--- src/rtl/sync_2t_fifo_pkg.sv ---
// Shared constants and helpers for the write-buffered sync FIFO.
// Holds buffer depths and the count-width helper.
package sync_2t_fifo_pkg;

  localparam int WBUF_DEPTH = 4;
  localparam int OSTG_DEPTH = 2;

  // A count that must reach `depth` needs clog2(depth)+1 bits.
  function automatic int cnt_width(input int depth);
    return $clog2(depth) + 1;
  endfunction

endpackage

--- src/rtl/single_port_RAM.sv ---
// Single-port RAM with a registered read port (1-cycle latency).
// Ports: clk, we, addr, din in; dout out.
module single_port_RAM #(
  parameter int DATA_WIDTH = 8,
  parameter int ADDR_WIDTH = 8
) (
  input  logic                  clk,
  input  logic                  we,
  input  logic [ADDR_WIDTH-1:0] addr,
  input  logic [DATA_WIDTH-1:0] din,
  output logic [DATA_WIDTH-1:0] dout
);

  logic [DATA_WIDTH-1:0] mem [2**ADDR_WIDTH];
  logic [DATA_WIDTH-1:0] dout_q;

  always_ff @(posedge clk) begin
    if (we) mem[addr] <= din;
    dout_q <= mem[addr];
  end

  assign dout = dout_q;

endmodule

--- src/rtl/sync_2t_reg_stage.sv ---
// Small register FIFO: async active-low reset, sync clear.
// Ports: clk, rstn, clear, push, pop, din in; dout, count, full, empty out.
module sync_2t_reg_stage
  import sync_2t_fifo_pkg::*;
#(
  parameter int DEPTH = 2,
  parameter int WIDTH = 8,
  localparam int CW = cnt_width(DEPTH),
  localparam int PW = (DEPTH > 1) ? $clog2(DEPTH) : 1
) (
  input  logic             clk,
  input  logic             rstn,
  input  logic             clear,
  input  logic             push,
  input  logic             pop,
  input  logic [WIDTH-1:0] din,
  output logic [WIDTH-1:0] dout,
  output logic [CW-1:0]    count,
  output logic             full,
  output logic             empty
);

  logic [WIDTH-1:0] mem_q [DEPTH];
  logic [WIDTH-1:0] mem_d [DEPTH];
  logic [PW-1:0]    wptr_q, wptr_d;
  logic [PW-1:0]    rptr_q, rptr_d;
  logic [CW-1:0]    cnt_q, cnt_d;

  function automatic logic [PW-1:0] nxt(input logic [PW-1:0] p);
    return (p == PW'(DEPTH - 1)) ? '0 : p + PW'(1);
  endfunction

  always_comb begin
    for (int i = 0; i < DEPTH; i++) mem_d[i] = mem_q[i];
    wptr_d = wptr_q;
    rptr_d = rptr_q;
    cnt_d  = cnt_q + CW'(push) - CW'(pop);
    if (push) begin
      mem_d[wptr_q] = din;
      wptr_d        = nxt(wptr_q);
    end
    if (pop) rptr_d = nxt(rptr_q);
    if (clear) begin
      for (int i = 0; i < DEPTH; i++) mem_d[i] = '0;
      wptr_d = '0;
      rptr_d = '0;
      cnt_d  = '0;
    end
  end

  always_ff @(posedge clk or negedge rstn) begin
    if (!rstn) begin
      for (int i = 0; i < DEPTH; i++) mem_q[i] <= '0;
      wptr_q <= '0;
      rptr_q <= '0;
      cnt_q  <= '0;
    end else begin
      for (int i = 0; i < DEPTH; i++) mem_q[i] <= mem_d[i];
      wptr_q <= wptr_d;
      rptr_q <= rptr_d;
      cnt_q  <= cnt_d;
    end
  end

  assign dout  = mem_q[rptr_q];
  assign count = cnt_q;
  assign full  = (cnt_q == CW'(DEPTH));
  assign empty = (cnt_q == '0);

endmodule

--- src/rtl/sync_2t_wbuf_fifo.sv ---
// Sync FIFO on one single-port RAM: reads own the port, a write buffer
// commits in idle cycles, a 2-entry output stage hides read latency.
// Ports: clk, rstn, in_* (valid/ready), out_* (valid/ready), clear, count.
module sync_2t_wbuf_fifo
  import sync_2t_fifo_pkg::*;
#(
  parameter int DATA_WIDTH = 8,
  parameter int FIFO_DEPTH = 256,
  localparam int LB_FIFO_DEPTH = $clog2(FIFO_DEPTH)
) (
  input  logic                   clk,
  input  logic                   rstn,
  input  logic [DATA_WIDTH-1:0]  in_data,
  input  logic                   in_valid,
  output logic                   in_ready,
  output logic [DATA_WIDTH-1:0]  out_data,
  output logic                   out_valid,
  input  logic                   out_ready,
  input  logic                   clear,
  output logic [LB_FIFO_DEPTH:0] count
);

  localparam int CW  = cnt_width(FIFO_DEPTH);
  localparam int WCW = cnt_width(WBUF_DEPTH);
  localparam int SCW = cnt_width(OSTG_DEPTH);
  localparam int AW  = LB_FIFO_DEPTH;

  logic [AW-1:0] waddr_q, waddr_d;
  logic [AW-1:0] raddr_q, raddr_d;
  logic [CW-1:0] mem_count_q, mem_count_d;
  logic [CW-1:0] count_q, count_d;
  logic          rd_inflight_q, rd_inflight_d;

  logic [DATA_WIDTH-1:0] wbuf_head;
  logic [DATA_WIDTH-1:0] ram_dout;
  logic [WCW-1:0]        wbuf_cnt;
  logic                  wbuf_full, wbuf_empty;
  logic [SCW-1:0]        stage_cnt;
  logic                  stage_full, stage_empty;

  logic          in_exec, out_exec;
  logic [2:0]    occ;
  logic          room, rd_want, commit, rd_issue;
  logic [AW-1:0] mem_addr;

  assign in_ready  = rstn & !wbuf_full
                   & (count_q < CW'(FIFO_DEPTH)) & !clear;
  assign out_valid = !stage_empty;
  assign in_exec   = in_valid & in_ready;
  assign out_exec  = out_valid & out_ready;

  // Stage slots already spoken for after this cycle's pop.
  assign occ      = 3'(stage_cnt) + 3'(rd_inflight_q) - 3'(out_exec);
  assign room     = (occ < 3'd2);
  assign rd_want  = (mem_count_q != '0) & room;
  // A full write buffer steals the port so writes never starve.
  assign commit   = !wbuf_empty & (wbuf_full | !rd_want);
  assign rd_issue = rd_want & !commit;
  assign mem_addr = commit ? waddr_q : raddr_q;

  always_comb begin
    waddr_d       = waddr_q;
    raddr_d       = raddr_q;
    mem_count_d   = mem_count_q + CW'(commit) - CW'(rd_issue);
    count_d       = count_q + CW'(in_exec) - CW'(out_exec);
    rd_inflight_d = rd_issue;
    if (commit)   waddr_d = waddr_q + AW'(1);
    if (rd_issue) raddr_d = raddr_q + AW'(1);
    if (clear) begin
      waddr_d       = '0;
      raddr_d       = '0;
      mem_count_d   = '0;
      count_d       = '0;
      rd_inflight_d = 1'b0;
    end
  end

  always_ff @(posedge clk or negedge rstn) begin
    if (!rstn) begin
      waddr_q       <= '0;
      raddr_q       <= '0;
      mem_count_q   <= '0;
      count_q       <= '0;
      rd_inflight_q <= 1'b0;
    end else begin
      waddr_q       <= waddr_d;
      raddr_q       <= raddr_d;
      mem_count_q   <= mem_count_d;
      count_q       <= count_d;
      rd_inflight_q <= rd_inflight_d;
    end
  end

  assign count = count_q;

  sync_2t_reg_stage #(
    .DEPTH (WBUF_DEPTH),
    .WIDTH (DATA_WIDTH)
  ) u_wbuf (
    .clk   (clk),
    .rstn  (rstn),
    .clear (clear),
    .push  (in_exec),
    .pop   (commit),
    .din   (in_data),
    .dout  (wbuf_head),
    .count (wbuf_cnt),
    .full  (wbuf_full),
    .empty (wbuf_empty)
  );

  single_port_RAM #(
    .DATA_WIDTH (DATA_WIDTH),
    .ADDR_WIDTH (AW)
  ) u_ram (
    .clk  (clk),
    .we   (commit),
    .addr (mem_addr),
    .din  (wbuf_head),
    .dout (ram_dout)
  );

  sync_2t_reg_stage #(
    .DEPTH (OSTG_DEPTH),
    .WIDTH (DATA_WIDTH)
  ) u_ostg (
    .clk   (clk),
    .rstn  (rstn),
    .clear (clear),
    .push  (rd_inflight_q),
    .pop   (out_exec),
    .din   (ram_dout),
    .dout  (out_data),
    .count (stage_cnt),
    .full  (stage_full),
    .empty (stage_empty)
  );

`ifndef SYNTHESIS
  always_ff @(posedge clk) begin
    if (rstn) begin
      assert (!(commit && rd_issue));
      assert (mem_count_q <= CW'(FIFO_DEPTH));
      assert (stage_cnt <= SCW'(OSTG_DEPTH));
      assert (count_q == CW'(wbuf_cnt) + mem_count_q
                       + CW'(rd_inflight_q) + CW'(stage_cnt));
      assert (!(stage_full && rd_inflight_q && !out_exec));
    end
  end
`endif

endmodule

--- config.mk ---
export PLATFORM = sky130hd
export DESIGN_NAME = sync_2t_wbuf_fifo
export DESIGN_NICKNAME = d
export VERILOG_FILES = /design/src/rtl/sync_2t_fifo_pkg.sv /design/src/rtl/single_port_RAM.sv /design/src/rtl/sync_2t_reg_stage.sv /design/src/rtl/sync_2t_wbuf_fifo.sv
export SDC_FILE = /design/constraint.sdc
export NUM_CORES = 2
export LEC_CHECK = 0
export CAP_MARGIN = 25
export CORE_UTILIZATION = 60
export CTS_CLUSTER_DIAMETER = 200
export CTS_CLUSTER_SIZE = 24
export DETAILED_ROUTE_END_ITERATION = 12
export GPL_TIMING_DRIVEN = 0
export PLACE_DENSITY_LB_ADDON = 0.12
export SYNTH_ARGS = -nofsm -noshare
export SYNTH_HDL_FRONTEND = slang
export SYNTH_HIERARCHICAL = 1
export SYNTH_SLANG_ARGS = --single-unit
export TNS_END_PERCENT = 30
--- constraint.sdc ---
create_clock -name clk -period 6.2 [get_ports clk]
set_clock_uncertainty 0.05 [all_clocks]
set_input_delay 0.93 -clock clk [delete_from_list [all_inputs] [get_ports clk]]
set_output_delay 0.93 -clock clk [all_outputs]
set_load 0.02 [all_outputs]
-- Word-level counts from Yosys, hierarchy flattened
Memories as Yosys holds them, arrays and structs flattened. A register that Yosys moved wholly into a read port is not among the register bits.
Index checks and enable logic that the tools add are counted.
W data, S select, Z words.
- $add $sub $neg: 16
- $lt $le $gt $ge: 8
- equal/unequal tests: 3
- muxes and demuxes: 40
- bitwise logic cells: 13
- reductions and logical operators: 16
- operators with widths (cell ; number):
    $mux W8 ; 12
    $mux W32 ; 2
    $bwmux W32 ; 1
    $mux W16 ; 2
    $add A9 B1 Y9 ; 2
    $mux W9 ; 2
    $sub A9 B1 Y9 ; 2
    $add A8 B1 Y8 const B ; 2
    $bmux W8 S2 ; 1
    $bwmux W16 ; 1
    $demux W8 S2 ; 1
    $mux W2 ; 7
    $reduce_bool A2 Y1 ; 5
    $lt A9 B9 Y1 const B ; 1
    $mux W1 ; 9
    $reduce_bool A9 Y1 ; 1
    $and A1 B1 Y1 ; 8
    $demux W8 S1 ; 1
    $ge A3 B3 Y1 const B ; 2
    $logic_not A1 Y1 ; 6
    $not A2 Y3 ; 2
    $sub A3 B1 Y3 ; 2
    $add A2 B1 Y2 const B ; 2
    $eq A2 B2 Y1 const B ; 2
    16 further kinds ; 20
- bits in registers: 94
- memory bits (writable): 2048
- output and inout bits: 19
- memories kept: 1
- memory list (name ; words ; bits a word ; rd ports ; clocked after memory_dff ; write ports ; line ; text):
    u_ram.mem ; 256 ; 8 ; 1 ; 1 ; 1 ; single_port_RAM.sv:14 ; logic [DATA_WIDTH-1:0] mem [2**ADDR_WIDTH];

-- Depth between registers and ports, before layout
- depth in word-level cells: 13
- gate-level depth with buffers: 20

-- Cells and area by module
The synthesis kept the hierarchy.
- modules (own cells, without submodules) (module ; instances ; cells an instance ; area each (sq um)):
    single_port_RAM ; 1 ; 3547 ; 78492.8
    sync_2t_wbuf_fifo ; 1 ; 272 ; 2518.7
    sync_2t_reg_stage (u_wbuf) ; 1 ; 192 ; 2188.3
    sync_2t_reg_stage (u_ostg) ; 1 ; 100 ; 953.4

-- Least setup slack after synthesis
Ideal clock, no wire load.
- kind: input-to-reg
- start: input port out_ready
- end: memory u_ram.mem[112][0] (enable)
- library setup time: 0.370 ns
- data arrival time: 4.779 ns
- required time: 5.780 ns
- setup slack: 1.001 ns
- stages on the path: 16
- cells stage by stage: nor2b_1 -> ha_1 -> nand2b_1 -> fa_1 -> xnor2_1 -> o2111a_1 -> nor2_1 -> buf_4 -> mux2_2 -> buf_2 -> nor2_1 -> clkbuf_1 -> clkbuf_1 -> nand3_1 -> clkbuf_1 -> nor2_1
- RTL lines (what ; line ; text):
    from (decl) ; sync_2t_wbuf_fifo.sv:18 ; input logic out_ready,
    $and A1 B1 Y1 ; sync_2t_wbuf_fifo.sv:50 ; assign out_exec = out_valid & out_ready;
    $sub A3 B1 Y3 ; sync_2t_wbuf_fifo.sv:53 ; assign occ = 3'(stage_cnt) + 3'(rd_inflight_q) - 3'(out_exec);
    $lt A3 B2 Y1 ; sync_2t_wbuf_fifo.sv:54 ; assign room = (occ < 3'd2);
    $and A1 B1 Y1 ; sync_2t_wbuf_fifo.sv:55 ; assign rd_want = (mem_count_q != '0) & room;
    $logic_not A1 Y1 ; sync_2t_wbuf_fifo.sv:57 ; assign commit = !wbuf_empty & (wbuf_full | !rd_want);
    $or A1 B1 Y1 ; sync_2t_wbuf_fifo.sv:57 ;
    $and A1 B1 Y1 ; sync_2t_wbuf_fifo.sv:57 ;
    named net commit ; sync_2t_wbuf_fifo.sv:43 ; logic room, rd_want, commit, rd_issue;
    $mux W8 ; sync_2t_wbuf_fifo.sv:59 ; assign mem_addr = commit ? waddr_q : raddr_q;
    named net mem_addr[2] ; sync_2t_wbuf_fifo.sv:44 ; logic [AW-1:0] mem_addr;
    to (decl) ; single_port_RAM.sv:14 ;
The timed path passes the listed nets, and every way through them passes these cells.

-- Final worst setup path
- start: input port out_ready
- end: register u_ram.dout_q[7], in the netlist u_ram/dout[7], read port of u_ram.mem
- word-level cells in the longest chain between the ends: 8
- ends and longest elaborated chain (what ; line ; text):
    $and A1 B1 Y1 ; sync_2t_wbuf_fifo.sv:50 ;
    named net out_exec ; sync_2t_wbuf_fifo.sv:41 ; logic in_exec, out_exec;
    $sub A3 B1 Y3 ; sync_2t_wbuf_fifo.sv:53 ;
    $lt A3 B2 Y1 ; sync_2t_wbuf_fifo.sv:54 ;
    $and A1 B1 Y1 ; sync_2t_wbuf_fifo.sv:55 ;
    $logic_not A1 Y1 ; sync_2t_wbuf_fifo.sv:57 ;
    $or A1 B1 Y1 ; sync_2t_wbuf_fifo.sv:57 ;
    $and A1 B1 Y1 ; sync_2t_wbuf_fifo.sv:57 ;
    named net commit ; sync_2t_wbuf_fifo.sv:43 ;
    $mux W8 ; sync_2t_wbuf_fifo.sv:59 ;
    named net mem_addr[3] ; sync_2t_wbuf_fifo.sv:44 ;
    to (decl) ; single_port_RAM.sv:15 ; logic [DATA_WIDTH-1:0] dout_q;
The timed path passes the listed nets, and every way through them passes these cells.
A chain may end at the register's enable or synchronous reset.

==> flow_summary.json <==
{
  "slew_headroom": 0.145,
  "hold_viol": 0,
  "fin_crit_ns": 6.35,
  "comb_power_share": 0.319,
  "vias_per_cell": 6.91,
  "h-tree-depth": 3,
  "intPower_w": 0.0239,
  "tns_ns": -0.306,
  "gp_congestion": 0.964,
  "die_h_um": 376,
  "finalCritPeriodShare": 1.02,
  "seq_power_share": 0.470,
  "violations": "setup timing",
  "finalMaxSlewViolations": 0,
  "drt_iter0_drc": 5763,
  "syn_nets": 4159,
  "place_hpwl_mm": 143,
  "rsz0062_at_grt": "yes",
  "port_buffers": 31,
  "fin_ws_ns": -0.150,
  "ir_drop_mv": 0.375,
  "tightest_slew_ns": 1.28,
  "synth.avg_cell_area_um2": 20.5,
  "clk_latency_ns": 0.77,
  "dr_total_vias": 42900,
  "power_leakage_nw": 28.6,
  "cp.arrival_ns": 6.74,
  "placementRows": 137,
  "grt_pass1_wl_mm": 305,
  "nets": 4356,
  "wire_per_inst_um": 34.6,
  "status": "finished, violations left",
  "cts_root_buffer": "clkbuf_16",
  "cp.required_ns": 6.59,
  "numCtsBuffers": 99,
  "path_clk_slew_ns": 0.10,
  "grt_util_all_layers": 0.308,
  "cp-end-kind": "flop",
  "synthToLayoutAreaGrowth_pct": 9.78,
  "grt_max_degree": 93,
  "core_um2": 139000,
  "start_kind": "input port",
  "antenna_found_initial": 4,
  "antenna_cells": 0,
  "yosysWarnings": 6,
  "totalWireLength_mm": 215,
  "hold_buffers": 0,
  "detail-route-antenna-nets": 0,
  "fmaxAchievable_mhz": 157,
  "hold_class": "input port to asynchronous set/reset pin",
  "power_frac_clock": 0.211,
  "start_util": 0.604,
  "overflow": 0,
  "io_pins": 32,
  "first_global_vias": 42100,
  "dpl-instance-area_um2": 87800,
  "drc_errors": 0,
  "design_area_um2": 92400,
  "crit_type": "input port to flop",
  "swShare": 0.308,
  "syn_area_um2": 84100,
  "cts_tree": "yes",
  "clkSinkCount": 2150,
  "clockBufferDepth": 3,
  "maxCapViolCount": 0,
  "netlist_instances": 4110,
  "die-area_um2": 142000,
  "path_max_fanout": 17,
  "finalSetupViolations": 4,
  "p_switching_w": 0.0107,
  "firstDrtPassIters": 5,
  "power_density_nw_per_um2": 375,
  "drive_gt1_frac": 0.266,
  "die_w_um": 376
}
==> layout by cell type, fill, tap and decap left out, types with 8 or more instances in the layout <==
master and n:
nor2_1 94, mux2_2 19, or3_1 8, buf_16 21
buf_8 15, dfrtp_1 93, inv_1 34, clkbuf_2 48
a22oi_1 248, nor2_4 150, nand3_1 58, clkdlybuf4s50_1 30
buf_2 65, clkbuf_1 110, a21bo_2 25, o41ai_1 12
nand2b_1 13, ha_1 32, mux4_2 512, mux4_4 8
nor2_2 15, buf_4 60, dfxtp_1 8, buf_6 23
nand4_1 12, nor2b_1 17, a21oi_1 173, a21oi_2 20
o41ai_2 14, nand2_1 63, a22oi_2 8, edfxtp_1 2048
clkbuf_4 9, clkbuf_16 102, nor3_1 29
==> stage by stage <==
step                      total power (W)  hold slack (ns)  instances  utilization  setup WS, ns
after floorplan                    0.0238            0.377       4110            -          1.00
after global placement             0.0272            0.431       6017        0.623         -3.68
after detailed placement           0.0273            0.440       6074        0.630         -2.71
after CTS                          0.0346           0.0171       6208        0.659       0.00663
after global routing               0.0356           0.0338       6218        0.663        -0.179
final                              0.0346           0.0476       6218        0.663        -0.150
==> worst max-delay path, cell delays in order <==
cell and delay [ns]:
clkdlybuf4s50_1 0.46, nor2b_4 0.25, ha_1 0.27, nand2b_1 0.16, fa_1 0.44, xnor2_2 0.18, o2111a_1 0.19, nor2_1 0.17
buf_6 0.25, mux2_2 0.50, nor2b_1 0.18, clkbuf_2 0.28, clkbuf_4 0.31, buf_16 0.19, clkbuf_2 0.29, a22oi_1 0.33
a21oi_1 0.26, o41ai_4 0.55, nand4_1 0.53
==> final timing paths <==
kind	endpoint	depth (start not counted)	startpoint	slack [ns]
max	u_ram/dout[7]	19	out_ready	-0.15
min	u_wbuf/mem_q[30]	1	rstn	0.05
max reg2reg	u_ram/dout[7]	19	u_ostg/count[1]	-0.06
min reg2reg	u_ostg/mem_q[14]	2	u_ram/dout[6]	0.44
max in group asynchronous	u_wbuf/mem_q[31]	2	rstn	5.38
min in group clk	u_ostg/mem_q[14]	2	u_ram/dout[6]	0.44
==> layout make-up <==
cell class,instances,area [µm²]
plain buffers,267,1530
clock buffers,131,2660
clock inverters,5,65.1
fillers,8962,47000
inverters,34,128
multi-input cells,1657,20300
flip-flops and latches,2150,64000
well taps,1876,2350
repair buffers,98,1350
==> power by group through the flow <==
stage	Combinational (W)	Clock [W]	Sequential, W
after CTS	0.0109	0.00741	0.0163
after floorplan	0.00719	0	0.0166
final	0.0110	0.00731	0.0163
after global placement	0.0105	0	0.0167
after global routing	0.0115	0.00782	0.0163
after detailed placement	0.0107	0	0.0166
==> per-layer routing <==
| layer | vias up | track usage | routed length, µm |
|---|---|---|---|
| met5 | - | 0.00480 | 86 |
| met4 | 4 | 0.115 | 9160 |
| met3 | 393 | 0.0645 | 23600 |
| met2 | 2412 | 0.467 | 100000 |
| met1 | 22800 | 0.448 | 82100 |
| li1 | 17400 | - | - |
==> what timing repair did <==
action / CTS / global route
endpoints found under the hold margin: 0 / 0
resized for setup: 412 / 110
setup buffers: 0 / 0
pin swaps: 5 / 4
setup endpoints to repair: 2024 / 1258
==> flip-flops by register name, indices dropped and copies added, names as in the netlist <==
signal         count
u_ram/mem       2048
u_wbuf/mem_q      32
u_wbuf/rptr_q      2
u_ram/dout         8
raddr_q            8
u_wbuf/wptr_q      2
u_ostg/count       2
rd_inflight_q      1
count              9
mem_count_q        9
u_ostg/mem_q      16
waddr_q            8
u_ostg/wptr_q      1
u_wbuf/count       3
u_ostg/rptr_q      1
(Power assumes the default switching activity.)
